## config.mk

```make
export PLATFORM = sky130hd
export DESIGN_NAME = regfile_ctrl
export DESIGN_NICKNAME = d
export VERILOG_FILES = /design/src/rtl/regfile_ctrl_pkg.sv /design/src/rtl/regfile_ctrl.sv
export SDC_FILE = /design/constraint.sdc
export NUM_CORES = 1
export LEC_CHECK = 0
export CAP_MARGIN = 25
export CORE_ASPECT_RATIO = 2
export CORE_MARGIN = 3
export CORE_UTILIZATION = 30
export CTS_BUF_LIST = sky130_fd_sc_hd__clkbuf_4 sky130_fd_sc_hd__clkbuf_8 sky130_fd_sc_hd__clkbuf_16
export DETAILED_ROUTE_END_ITERATION = 10
export GPL_ROUTABILITY_DRIVEN = 0
export PLACE_DENSITY = 0.74
export SYNTH_ARGS = -nofsm -noshare
export SYNTH_HDL_FRONTEND = slang
export SYNTH_SLANG_ARGS = --single-unit
```

## constraint.sdc

```tcl
create_clock -name clk -period 3 [get_ports clk]
set_input_delay 0.6 -clock clk [delete_from_list [all_inputs] [get_ports clk]]
set_output_delay 0.6 -clock clk [all_outputs]
set_load 0.005 [all_outputs]
```

## src/rtl/regfile_ctrl_pkg.sv

```systemverilog
// ============================================================================
// Module   : regfile_ctrl_pkg
// Brief    : Shared widths and state encoding for the register-file controller.
// Revision : 1.0 - initial release
// ============================================================================
`default_nettype none

package regfile_ctrl_pkg;

    localparam int XLEN   = 32;
    localparam int REG_AW = 5;

    typedef enum logic [1:0] {
        ST_INIT = 2'd0,
        ST_IDLE = 2'd1,
        ST_RSP  = 2'd2
    } state_t;

endpackage

`default_nettype wire

```

## src/rtl/regfile_ctrl.sv

```systemverilog
// ============================================================================
// Module   : regfile_ctrl
// Brief    : 32x32 register file controller over an external dual-port RAM.
// Revision : 1.0 - initial release
// ============================================================================
`default_nettype none

module regfile_ctrl
    import regfile_ctrl_pkg::*;
#(
    parameter bit CLEAR_ON_RESET = 1'b1
) (
    input  logic              clk,
    input  logic              reset,

    input  logic              rd_req_valid,
    output logic              rd_req_ready,
    input  logic [REG_AW-1:0] rs1,
    input  logic [REG_AW-1:0] rs2,

    output logic              rd_rsp_valid,
    input  logic              rd_rsp_ready,
    output logic [XLEN-1:0]   rs1_data,
    output logic [XLEN-1:0]   rs2_data,

    input  logic              wb_valid,
    output logic              wb_ready,
    input  logic [REG_AW-1:0] wb_rd,
    input  logic [XLEN-1:0]   wb_data,

    output logic [REG_AW-1:0] ram_ada,
    output logic [REG_AW-1:0] ram_adb,
    output logic [XLEN-1:0]   ram_dina,
    output logic [XLEN-1:0]   ram_dinb,
    output logic              ram_wrea,
    output logic              ram_wreb,
    output logic              ram_cea,
    output logic              ram_ceb,
    output logic              ram_ocea,
    output logic              ram_oceb,
    input  logic [XLEN-1:0]   ram_douta,
    input  logic [XLEN-1:0]   ram_doutb
);

    state_t            state_q, state_d;
    logic [3:0]        cnt_q, cnt_d;
    logic              first_q, first_d;
    logic              zero_a_q, zero_a_d;
    logic              zero_b_q, zero_b_d;
    logic [XLEN-1:0]   hold_a_q, hold_a_d;
    logic [XLEN-1:0]   hold_b_q, hold_b_d;

    logic              w_wb_fire;
    logic              w_rd_fire;
    logic              w_rsp_fire;

    assign ram_ocea = 1'b1;
    assign ram_oceb = 1'b1;

    // Strobes and readies are gated by reset so nothing leaks out while it is held.
    assign wb_ready     = !reset && (state_q != ST_INIT);
    assign rd_rsp_valid = (state_q == ST_RSP);
    assign rd_req_ready = !reset && !wb_valid && (state_q != ST_INIT)
                          && (!rd_rsp_valid || rd_rsp_ready);

    assign w_wb_fire  = wb_valid && wb_ready;
    assign w_rd_fire  = rd_req_valid && rd_req_ready;
    assign w_rsp_fire = rd_rsp_valid && rd_rsp_ready;

    // RAM output is only trusted in the first response cycle; afterwards the hold copy is.
    assign rs1_data = zero_a_q ? '0 : (first_q ? ram_douta : hold_a_q);
    assign rs2_data = zero_b_q ? '0 : (first_q ? ram_doutb : hold_b_q);

    always_comb begin
        state_d  = state_q;
        cnt_d    = cnt_q;
        first_d  = 1'b0;
        zero_a_d = zero_a_q;
        zero_b_d = zero_b_q;
        hold_a_d = hold_a_q;
        hold_b_d = hold_b_q;
        ram_ada  = '0;
        ram_adb  = '0;
        ram_dina = '0;
        ram_dinb = '0;
        ram_wrea = 1'b0;
        ram_wreb = 1'b0;
        ram_cea  = 1'b0;
        ram_ceb  = 1'b0;

        if (first_q) begin
            hold_a_d = rs1_data;
            hold_b_d = rs2_data;
        end

        case (state_q)
            ST_INIT: begin
                if (!reset) begin
                    ram_ada  = {cnt_q, 1'b0};
                    ram_adb  = {cnt_q, 1'b1};
                    ram_wrea = 1'b1;
                    ram_wreb = 1'b1;
                    ram_cea  = 1'b1;
                    ram_ceb  = 1'b1;
                    cnt_d    = cnt_q + 4'd1;
                    if (cnt_q == 4'd15) begin
                        state_d = ST_IDLE;
                    end
                end
            end
            default: begin
                if (w_wb_fire) begin
                    // x0 is hardwired; the write is accepted but never reaches the RAM.
                    ram_ada  = wb_rd;
                    ram_dina = wb_data;
                    ram_wrea = (wb_rd != '0);
                    ram_cea  = (wb_rd != '0);
                end else if (w_rd_fire) begin
                    ram_ada = rs1;
                    ram_adb = rs2;
                    ram_cea = 1'b1;
                    ram_ceb = 1'b1;
                end

                if (w_rd_fire) begin
                    state_d  = ST_RSP;
                    first_d  = 1'b1;
                    zero_a_d = (rs1 == '0);
                    zero_b_d = (rs2 == '0);
                end else if (w_rsp_fire) begin
                    state_d = ST_IDLE;
                end
            end
        endcase
    end

    always_ff @(posedge clk or posedge reset) begin
        if (reset) begin
            state_q  <= CLEAR_ON_RESET ? ST_INIT : ST_IDLE;
            cnt_q    <= '0;
            first_q  <= 1'b0;
            zero_a_q <= 1'b0;
            zero_b_q <= 1'b0;
            hold_a_q <= '0;
            hold_b_q <= '0;
        end else begin
            state_q  <= state_d;
            cnt_q    <= cnt_d;
            first_q  <= first_d;
            zero_a_q <= zero_a_d;
            zero_b_q <= zero_b_d;
            hold_a_q <= hold_a_d;
            hold_b_q <= hold_b_d;
        end
    end

endmodule

`default_nettype wire
```

; After elaboration in Yosys (flattened, before gate mapping)
; Cells that the tools add are included.
[classes]
addsub = 1
eq_ne = 4
n_mux = 29
bitwise_logic = 2
n_reduce_logical = 20
[op_table]
columns = cell, count
row1 = $mux 32, 6
row2 = $mux 5, 8
row3 = $logic_not 5->1, 2
row4 = $mux 1, 10
row5 = $mux 2, 5
row6 = $logic_and 1x1->1, 7
row7 = $reduce_bool 5->1, 1
row8 = $add 4x1->4 const B, 1
row9 = $eq 4x4->1 const B, 1
row10 = $ne 2x2->1 const B, 2
row11 = $reduce_and 2->1, 2
row12 = $logic_not 1->1, 3
row13 = $reduce_and 3->1, 1
row14 = $reduce_bool 3->1, 1
row15 = $eq 2x2->1 const B, 1
row16 = $logic_not 2->1, 1
row17 = $not 1->1, 2
row18 = $reduce_bool 2->1, 1
row19 = $logic_or 1x1->1, 1
[totals]
register_bits = 73
in_bits = 116
out_inout_bits = 147
wordCells = 63

; Depth between registers and ports, before layout
[depth]
depth_word = 8
depth_mapped = 6
mapped_depth_nobuf = 3

; Worst setup path before layout
; Ideal clock, no wire load.
[synth_timing]
kind = in2out
start = input port wb_rd[2]
end = output port ram_cea
t_arrival_ns = 1.617
slack_ns = 0.783
path_stages = 3
path_cell_list = or4_4 o211ai_2 or3b_1
[synth_between]
elab_chain_len = 3
[synth_rtl]
columns = element, line_no
row1 = start: declaration, regfile_ctrl.sv:28  ; input logic [REG_AW-1:0] wb_rd,
row2 = $reduce_bool 5->1, regfile_ctrl.sv:117  ; ram_cea = (wb_rd != '0);
row3 = $mux 1, regfile_ctrl.sv:112  ; if (w_wb_fire) begin
row4 = $mux 1, regfile_ctrl.sv:96  ; case (state_q)
row5 = end: declaration, regfile_ctrl.sv:37  ; output logic ram_cea,
; No other way between the ends.

; Final worst setup path
[layout_timing]
start = input port wb_rd[1]
end = output port ram_cea
; The elaborated chain is that of the path after synthesis.

==> qor.csv <==
metric,value,unit
initial antenna violation count,0,
Worst EP required,2400,ps
Post-synth EDFFs,0,
Hold Fails Final Rpt,0,
number of register bits inferred by synthesis,73,
port bufs,228,
FMAX,342,MHz
TritonCTS Buffers,9,
Antenna Cells,0,
unrepaired setup endpoints after global routing,no,
clock tree sinks,73,
switching part of the total,31.8,%
clock skew,5.77,ps
Crit Reg-Reg Startpoint,first_q,
final period utilization,97.4,%
Setup CP Type,input port to output port,
status,completed,
Worst Path Max Fanout,2,
hold depth,1,
asr flop ratio synth,100,%
Sw Pwr,1.75,mW
vias per cell,4.48,
CTS root buf,clkbuf_16,
DIE HEIGHT,180,µm
aggregate global routing overflow,0,
worst path cell trace,clkdlybuf4s50_1 > or4_4 > o211ai_2 > or3b_1 > dlygate4sd2_1,
Synth Flop Type,dfrtp_1,
nets@finish,887,
max-cap violations,0,
Final Max Slew Viols,0,
vias in the first global route,4566,
Worst setup EP type,output port,
largest net degree at the start of global routing,39,
Final ANT Viol Nets,0,
P&R area growth vs syn,61.7,%
VDD IR-drop max,0.276,mV
warnings from Yosys,0,
Critical R2R Capture,hold_a_q[29],
placed wire-length estimate,11000,µm
post-synthesis sequential area ratio,40.4,%
"Avg Cell Area, Syn",8.26,µm²
Hold Crit Class,register to register,
Pint,3.74,mW
CTS Buffer Depth,2,
Die Wd,92.8,µm
Hold Path End,cnt_q[3],
CP startpoint kind,input port,
fin crit period,2920,ps
r2r setup slk,930,ps
Syn Inst Count,547,
Worst-Skew Late Latency,330,ps
Rows,62,
share of post-route cells with drive strength above 1,6.98,%
I/O Pins,263,
clock network power share,18.5,%
hold_sp,cnt_q[3],
CTS H-tree lvls,3,
CTS tree,yes,
Slew @ Worst Pin,591,ps
leakage dissipation,3.27,nW
Reg2Reg Depth,5,
Final Power,5.49,mW
Placeable Area,14600,µm²
post-place instance area,7000,µm²
first-pass GRT wire length,22400,µm
Initial Util,31.0,%
Detailed Route Iter0 Violations,129,
Crit-path slowest cell,or4_4,
Finished Cell Area,7310,µm²
slew margin rel.,60.5,%
post-DR wirelength/cell,14.5,µm
final wirelength,14000,µm
Reg power frac,32.3,%
Comb pwr share,49.3,%
die area,16700,µm²
crit path from,wb_rd[1],
Synth Cell Area,4520,µm²
Worst path max stage delay,520,ps
Final Util,50.1,%
# DRC,0,
via count,4327,
count of different cell masters after synthesis,34,
Fin Setup TNS,0,ps
Filler cells,1411,
Critical Path AT,2320,ps
power per cell area,751,nW/µm²
DR pass1 iterations,4,
number of setup violations in the final report,0,
clock-pin slew on the worst setup and hold paths,60,ps
Tot GR Track Use,16.9,%
[layout make-up]
| type | instances | area, µm² | area share (%) |
|---|---|---|---|
| well taps | 192 | 240 | 3.29 |
| inverters | 65 | 245 | 3.36 |
| flip-flops and latches | 73 | 1830 | 25.0 |
| multi-input cells | 368 | 2150 | 29.5 |
| clock inverters | 2 | 13.8 | 0.188 |
| clock buffers | 13 | 268 | 3.66 |
| repair buffers | 253 | 2560 | 35.0 |
[logic make-up after synthesis]
| group | after synthesis | share of synthesized area [%] |
|---|---|---|
| AO/OA/AOI/OAI | 79 | 9.91 |
| flip-flops | 73 | 40.4 |
| multiplexers | 67 | 14.9 |
| buffers and inverters | 138 | 14.9 |
| adder cells (fa/ha/maj) | 1 | 0.277 |
| AND/OR/NAND/NOR | 184 | 18.8 |
| XOR/XNOR | 3 | 0.582 |
| other | 2 | 0.166 |
[registers in the layout, indices dropped and copies added (netlist names)]
name	count
cnt_q	4
first_q	1
hold_a_q	32
hold_b_q	32
state_q	2
zero_a_q	1
zero_b_q	1
[synthesized netlist by cell type, drive strengths merged (2+ instances only)]
master  number  area share [%]
o21ai       64             7.1
mux2i       64              14
inv         65             5.4
nor2        67             5.6
dfrtp       73              40
a21oi        2            0.22
a21o         6             1.0
mux2         3            0.75
a221o        4            0.91
nand2       65             5.4
buf         51             7.7
conb         2            0.17
nand4        2            0.28
or4          3            0.58
nor2b        3            0.42
and2         5            0.69
xnor2        2            0.39
clkbuf      22             1.8
and3        32             4.4
[how the worst max path moves through the flow]
stage | end | slack, ps | depth (start not counted)
2_1_floorplan | cnt_q[0] | 550 | 1
3_3_place_gp | ram_cea | -160 | 5
3_5_place_dp | ram_cea | -170 | 5
4_1_cts | ram_cea | 20 | 5
5_1_grt | ram_cea | 20 | 5
6_report | ram_cea | 80 | 5
[worst max-delay path: cells and delay by family]
| kind | cells | cell delay (ps) |
|---|---|---|
| buffers and inverters | 2 | 690 |
| AND/OR/NAND/NOR | 2 | 870 |
| AO/OA/AOI/OAI | 1 | 160 |
[power groups by stage]
| stage | clock, mW | combinational, mW | sequential (mW) |
|---|---|---|---|
| 2_1_floorplan | 0 | 1.20 | 1.68 |
| 3_3_place_gp | 0 | 2.67 | 1.77 |
| 3_5_place_dp | 0 | 2.73 | 1.78 |
| 4_1_cts | 1.06 | 2.74 | 1.77 |
| 5_1_grt | 1.09 | 3.02 | 1.85 |
| 6_report | 1.01 | 2.70 | 1.77 |
[placed cells by master, fill, tap and decap left out, drive strengths merged, types with 3 or more instances in the layout]
master / instances
a21o: 6
a221o: 4
and2: 5
and3: 32
buf: 25
clkbuf: 13
clkdlybuf4s50: 222
clkinv: 3
conb: 34
dfrtp: 73
dlygate4sd2: 4
inv: 64
mux2: 3
mux2i: 64
nand2: 65
nor2: 67
nor2b: 3
o21ai: 64
or4: 3
[metal layers]
metal | global-route usage [%] | vias up | wire [µm]
li1 | - | 2136 | -
met1 | 16.6 | 1996 | 4800
met2 | 33.5 | 180 | 8150
met3 | 3.68 | 15 | 834
met4 | 5.81 | 0 | 252
met5 | 0 | - | 0
[per-stage QoR]
| stage | worst slack (ps) | cells | hold slack [ps] |
|---|---|---|---|
| floorplan | 547 | 579 | 458 |
| global placement | -163 | 948 | 480 |
| detailed placement | -174 | 949 | 488 |
| CTS | 21.9 | 964 | 496 |
| global route | 16.3 | 966 | 520 |
| finish | 77.0 | 966 | 488 |
[repair_timing]
item                                    4_1_cts  5_1_grt
gates cloned                                  0        1
pin swaps                                     0        2
endpoints found under the setup margin       25        5
hold buffers                                  0        0
resized for setup                             8        2
buffers inserted                              0        1
Power figures use the tool's default switching activity.
